File: src/rtl/usb_tx_line_encoder.sv
`default_nettype none
// ============================================================================
//  Module   : usb_tx_line_encoder
//  Brief    : USB full-speed serial back end. Takes one bit per bit-time
//             from the byte register, applies bit stuffing and NRZI, and
//             drives D+/D- including the SE0/SE0/J end-of-packet sequence.
//             Produces the byte register shift strobe and byte-boundary pulse.
//  Revision : 1.0 - initial release
// ============================================================================
module usb_tx_line_encoder #(
  parameter int CLKS_PER_BIT = 4
) (
  input  logic clk,
  input  logic n_rst,
  input  logic tx_active,
  input  logic eop_req,
  input  logic serial_in,
  output logic shift_enable,
  output logic byte_done,
  output logic eop_done,
  output logic busy,
  output logic d_plus,
  output logic d_minus
);

  localparam int                    c_TIMER_W   = $clog2(CLKS_PER_BIT);
  localparam logic [c_TIMER_W-1:0]  c_TIMER_MAX = c_TIMER_W'(CLKS_PER_BIT - 1);
  localparam logic [2:0]            c_STUFF_RUN = 3'd6;

  typedef enum logic [1:0] {
    S_IDLE    = 2'd0,
    S_TX      = 2'd1,
    S_EOP_SE0 = 2'd2,
    S_EOP_J   = 2'd3
  } state_t;

  state_t                r_state,  w_state_nxt;
  logic [c_TIMER_W-1:0]  r_timer,  w_timer_nxt;
  logic [2:0]            r_ones,   w_ones_nxt;   // consecutive ones on the line
  logic [2:0]            r_bits,   w_bits_nxt;   // data bit index in byte / SE0 bit-time count
  logic                  r_dp,     w_dp_nxt;
  logic                  r_dm,     w_dm_nxt;
  logic                  w_boundary;

  assign w_boundary = (r_timer == c_TIMER_MAX);

  // State, bit timer, counters and registered line pair
  always_ff @(posedge clk or negedge n_rst) begin
    if (!n_rst) begin
      r_state <= S_IDLE;
      r_timer <= '0;
      r_ones  <= '0;
      r_bits  <= '0;
      r_dp    <= 1'b1;
      r_dm    <= 1'b0;
    end else begin
      r_state <= w_state_nxt;
      r_timer <= w_timer_nxt;
      r_ones  <= w_ones_nxt;
      r_bits  <= w_bits_nxt;
      r_dp    <= w_dp_nxt;
      r_dm    <= w_dm_nxt;
    end
  end

  // Next-state, next line level and same-clk strobes evaluated on bit boundaries
  always_comb begin
    w_state_nxt  = r_state;
    w_timer_nxt  = w_boundary ? '0 : r_timer + c_TIMER_W'(1);
    w_ones_nxt   = r_ones;
    w_bits_nxt   = r_bits;
    w_dp_nxt     = r_dp;
    w_dm_nxt     = r_dm;
    shift_enable = 1'b0;
    byte_done    = 1'b0;
    eop_done     = 1'b0;

    case (r_state)
      S_IDLE: begin
        w_timer_nxt = '0;
        w_ones_nxt  = '0;
        w_bits_nxt  = '0;
        w_dp_nxt    = 1'b1;
        w_dm_nxt    = 1'b0;
        if (tx_active) begin
          w_state_nxt = S_TX;
        end
      end

      S_TX: begin
        if (!tx_active) begin
          // Abort: back to idle J immediately, no EOP
          w_state_nxt = S_IDLE;
          w_timer_nxt = '0;
          w_ones_nxt  = '0;
          w_bits_nxt  = '0;
          w_dp_nxt    = 1'b1;
          w_dm_nxt    = 1'b0;
        end else if (w_boundary) begin
          if (r_ones == c_STUFF_RUN) begin
            // Stuffed zero: toggle without consuming a data bit
            w_dp_nxt   = ~r_dp;
            w_dm_nxt   = ~r_dm;
            w_ones_nxt = '0;
          end else if (eop_req && (r_bits == 3'd0)) begin
            w_state_nxt = S_EOP_SE0;
            w_timer_nxt = '0;
            w_dp_nxt    = 1'b0;
            w_dm_nxt    = 1'b0;
          end else begin
            shift_enable = 1'b1;
            byte_done    = (r_bits == 3'd7);
            w_bits_nxt   = r_bits + 3'd1;
            if (serial_in) begin
              w_ones_nxt = r_ones + 3'd1;
            end else begin
              w_dp_nxt   = ~r_dp;
              w_dm_nxt   = ~r_dm;
              w_ones_nxt = '0;
            end
          end
        end
      end

      S_EOP_SE0: begin
        if (w_boundary) begin
          if (r_bits == 3'd1) begin
            w_state_nxt = S_EOP_J;
            w_bits_nxt  = '0;
            w_dp_nxt    = 1'b1;
            w_dm_nxt    = 1'b0;
          end else begin
            w_bits_nxt  = r_bits + 3'd1;
          end
        end
      end

      S_EOP_J: begin
        if (w_boundary) begin
          eop_done    = 1'b1;
          w_state_nxt = S_IDLE;
          w_timer_nxt = '0;
          w_ones_nxt  = '0;
          w_bits_nxt  = '0;
        end
      end

      default: begin
        w_state_nxt = S_IDLE;
      end
    endcase
  end

  assign busy    = (r_state != S_IDLE);
  assign d_plus  = r_dp;
  assign d_minus = r_dm;

endmodule
`default_nettype wire

File: config.mk
export PLATFORM = sky130hd
export DESIGN_NAME = usb_tx_line_encoder
export DESIGN_NICKNAME = d
export VERILOG_FILES = /design/src/rtl/usb_tx_line_encoder.sv
export SDC_FILE = /design/constraint.sdc
export NUM_CORES = 1
export LEC_CHECK = 0
export ABC_AREA = 0
export CAP_MARGIN = 5
export CORE_MARGIN = 5
export CORE_UTILIZATION = 45
export DETAILED_ROUTE_END_ITERATION = 16
export PLACE_DENSITY = 0.67
export SYNTH_ARGS = -nofsm -noshare
export SYNTH_HDL_FRONTEND = slang
export SYNTH_SLANG_ARGS = --single-unit
File: constraint.sdc
create_clock -name clk -period 2.3 [get_ports clk]
set_clock_uncertainty 0.15 [all_clocks]
set_input_delay 0.46 -clock clk [delete_from_list [all_inputs] [get_ports clk]]
set_output_delay 0.46 -clock clk [all_outputs]
set_load 0.02 [all_outputs]
==> summary.txt <==
Total vias in the final route - 684
Routed WL - 1700 µm
Lkg Pwr - 0.000572 µW
Post-CTS setup buffers - 0
Area leader, netlist - dfrtp_1
Worst hold start - r_timer[0]
Outcome - completed
Final hold vios - 0
Placement Rows - 15
Wire per inst - 12.4 µm
# IOs - 11
Worst slew pin tran - 0.573 ns
RSZ-0062 raised after global routing - false
Post-synth EDFFs - 0
Synth cell count leaders - 12 x ha_1, 11 x dfrtp_1, 8 x inv_1
PwrDens - 1030 mW/mm²
Max_cap viols - 0
Synth Area per Inst - 9.89 µm²
Slew Viols, Final - 0
Worst path most repeated cell - and2_1
Setup Viol. Count Final - 0
Initial core utilization - 48.2%
Initial antenna violation count - 0
Syn. warnings - 0
DRT Pass-1 Iters - 4
Unique masters post-synth - 27
Core Footprint - 0.00176 mm²
CTS sink cnt - 12
CTS Hold Bufs - 0
Critical Path Sink Type - output pin
Gr usage total - 14.3%
Slowest Stage Delay on Critical Path - 0.47 ns
DP Worst Slack - -0.373 ns
WP data required - 1.69 ns
Iter 0 DRT Violations - 12
CTS Root Buffer Type - clkbuf_4
Top delay family on crit path - buffers and inverters
Worst skew pair latency - 0.27 ns
Port-buffer cells - 10
Cell Area, Synth - 851 µm²
Final cycle utilization of the critical path - 95.6%
Die X - 53.5 µm
GP Congestion - 0.800
Reg2reg start - r_state[0]
Clk slew on worst S/H paths - 0.07 ns
Fillcell total - 163
Fin nets - 130
Post-route setup slack - 0.102 ns
Drt via density - 4.99
Crit Path Max Fanout - 2
Reg2reg setup slack - 0.36 ns
Main flop type after synthesis - dfrtp_1
Largest net degree at the start of global routing - 13
Clk buf depth - 2
Hold Path End - r_timer[0]
TritonCTS buffer count - 3
Crit path cell chain - clkdlybuf4s50_1 > and2_1 > nand3_1 > nor2_2 > and2_1 > buf_2
Rel. slew slack - 61.7%
Design area - 0.00109 mm²
Critical-path top delay cell - clkdlybuf4s50_1
Asr flop ratio synth - 100%
Remaining Overflow, GRT - 0
Vias in the first global route - 708
Data arrival time of the critical path - 1.59 ns
Synth area leaders - dfrtp_1 32%, ha_1 18%, mux2_2 5.3%
R2R Path End - d_minus
Finished Layout Cells - 137
Cells after Synth - 86
H-tree Lvls - 1
Minimum clock period after layout - 2.20 ns
DP Cell Count - 133
Top-area cell type share of the netlist area - 32.4%
Die Span Y - 53.5 µm
Startpoint class of the critical path - input pin
ANT nets after route - 0
Post-Syn Nets - 103
Post-place instance area - 0.00107 mm²
R2r worst-path depth - 7
CTS tree - yes
Setup TNS - 0 ns
Synth-to-Final Area Change - 28.7%
Hold depth - 1
#FFs+latches synth - 12
Most frequent cell after synthesis - ha_1
Type of the worst setup path - input pin to output pin
HP Class - flop to flop
FMAX - 0.455 GHz
Dpl hpwl - 1420 µm
Peak VDD IR - 0.650 mV
First-pass GRT wire length - 2910 µm
Share of layout cells above drive strength 1 - 25.9%
Ant. Diodes - 0
Sequential element share of the synthesized area - 35.4%
Power, Total - 1130 µW
Post-route DRC - 0
CP Buf/Inv Count - 2
Resized cells post-CTS - 10
Full die area - 0.00286 mm²
## worst reg2reg max path, stage by stage (launching register included)
cell and delay, ns:
dfrtp_1 0.35, buf_4 0.13, inv_1 0.06, ha_1 0.22
or2_2 0.31, a2bb2oi_1 0.13, nand3_1 0.12, mux2_2 0.34
## worst max-delay path by stage
stage / startpoint / end / slack, ns / depth (start not counted)
6_report: tx_active / byte_done / 0.10 / 6
5_1_grt: tx_active / byte_done / 0.03 / 6
4_1_cts: tx_active / shift_enable / 0.02 / 6
3_5_place_dp: tx_active / byte_done / -0.37 / 6
3_3_place_gp: tx_active / byte_done / -0.34 / 6
2_1_floorplan: flop / byte_done / 0.12 / 7
## placed cells by master, fill, tap and decap left out
| master | instances |
|---|---|
| or3_4 | 1 |
| a21o_1 | 2 |
| nor2_2 | 1 |
| nor2_1 | 4 |
| a2bb2oi_1 | 1 |
| nor3_1 | 3 |
| mux2i_1 | 4 |
| nand2_1 | 3 |
| or2_2 | 1 |
| inv_1 | 8 |
| dlygate4sd2_1 | 2 |
| o21bai_1 | 1 |
| nand3b_1 | 1 |
| and2_2 | 1 |
| o41ai_1 | 2 |
| mux2_4 | 1 |
| clkbuf_4 | 3 |
| mux2_2 | 4 |
| clkbuf_8 | 1 |
| nand4_1 | 2 |
| buf_4 | 13 |
| and2b_1 | 1 |
| and2_1 | 4 |
| nand2b_1 | 2 |
| clkdlybuf4s50_1 | 6 |
| dfrtp_1 | 11 |
| buf_2 | 2 |
| dfstp_2 | 1 |
| a21oi_1 | 1 |
| and3_1 | 3 |
| o21ai_0 | 4 |
| nand3_1 | 6 |
| ha_1 | 12 |
## per-layer routing
layer	GRT usage (%)	wire, µm
met1	16.0	768
met2	24.7	848
met3	6.48	80
met4	2.98	0
met5	0	0
## power breakdown
group          internal [µW]  switching [µW]  leakage, µW
Sequential               273            29.9     0.000158
Combinational            339             319     0.000393
Clock                   96.2            69.1    0.0000210
## stage by stage
| stage | util [%] | hold slack [ns] |
|---|---|---|
| CTS | 62.4 | 0.297 |
| global placement | 60.6 | 0.276 |
| floorplan | - | 0.0144 |
| finish | 62.1 | 0.290 |
| detailed placement | 60.6 | 0.286 |
| global route | 62.1 | 0.313 |
## layout make-up
type	count	area [µm²]	share of cell area, %
Clock buffer	4	36.3	3.31
Inverter	8	30.0	2.74
Multi-Input combinational cell	65	510	46.6
Sequential cell	12	302	27.5
Tap cell	25	31.3	2.86
Timing Repair Buffer	23	185	16.9
## state kept, by name, summed over array words and instances, names as in the netlist, named ones only
signal,flops
r_timer,2
d_minus,1
r_state,1
r_bits,3
d_plus,1
r_ones,3
## logic make-up after synthesis
group	after synthesis	share of synthesized area, %
buffers and inverters	9	4.85
AOI/OAI and AO/OA	11	8.68
DFF	12	35.4
muxes	9	11.8
adders and majority gates	12	17.6
and+or+nand+nor	33	21.6
Power figures use the tool's default switching activity.
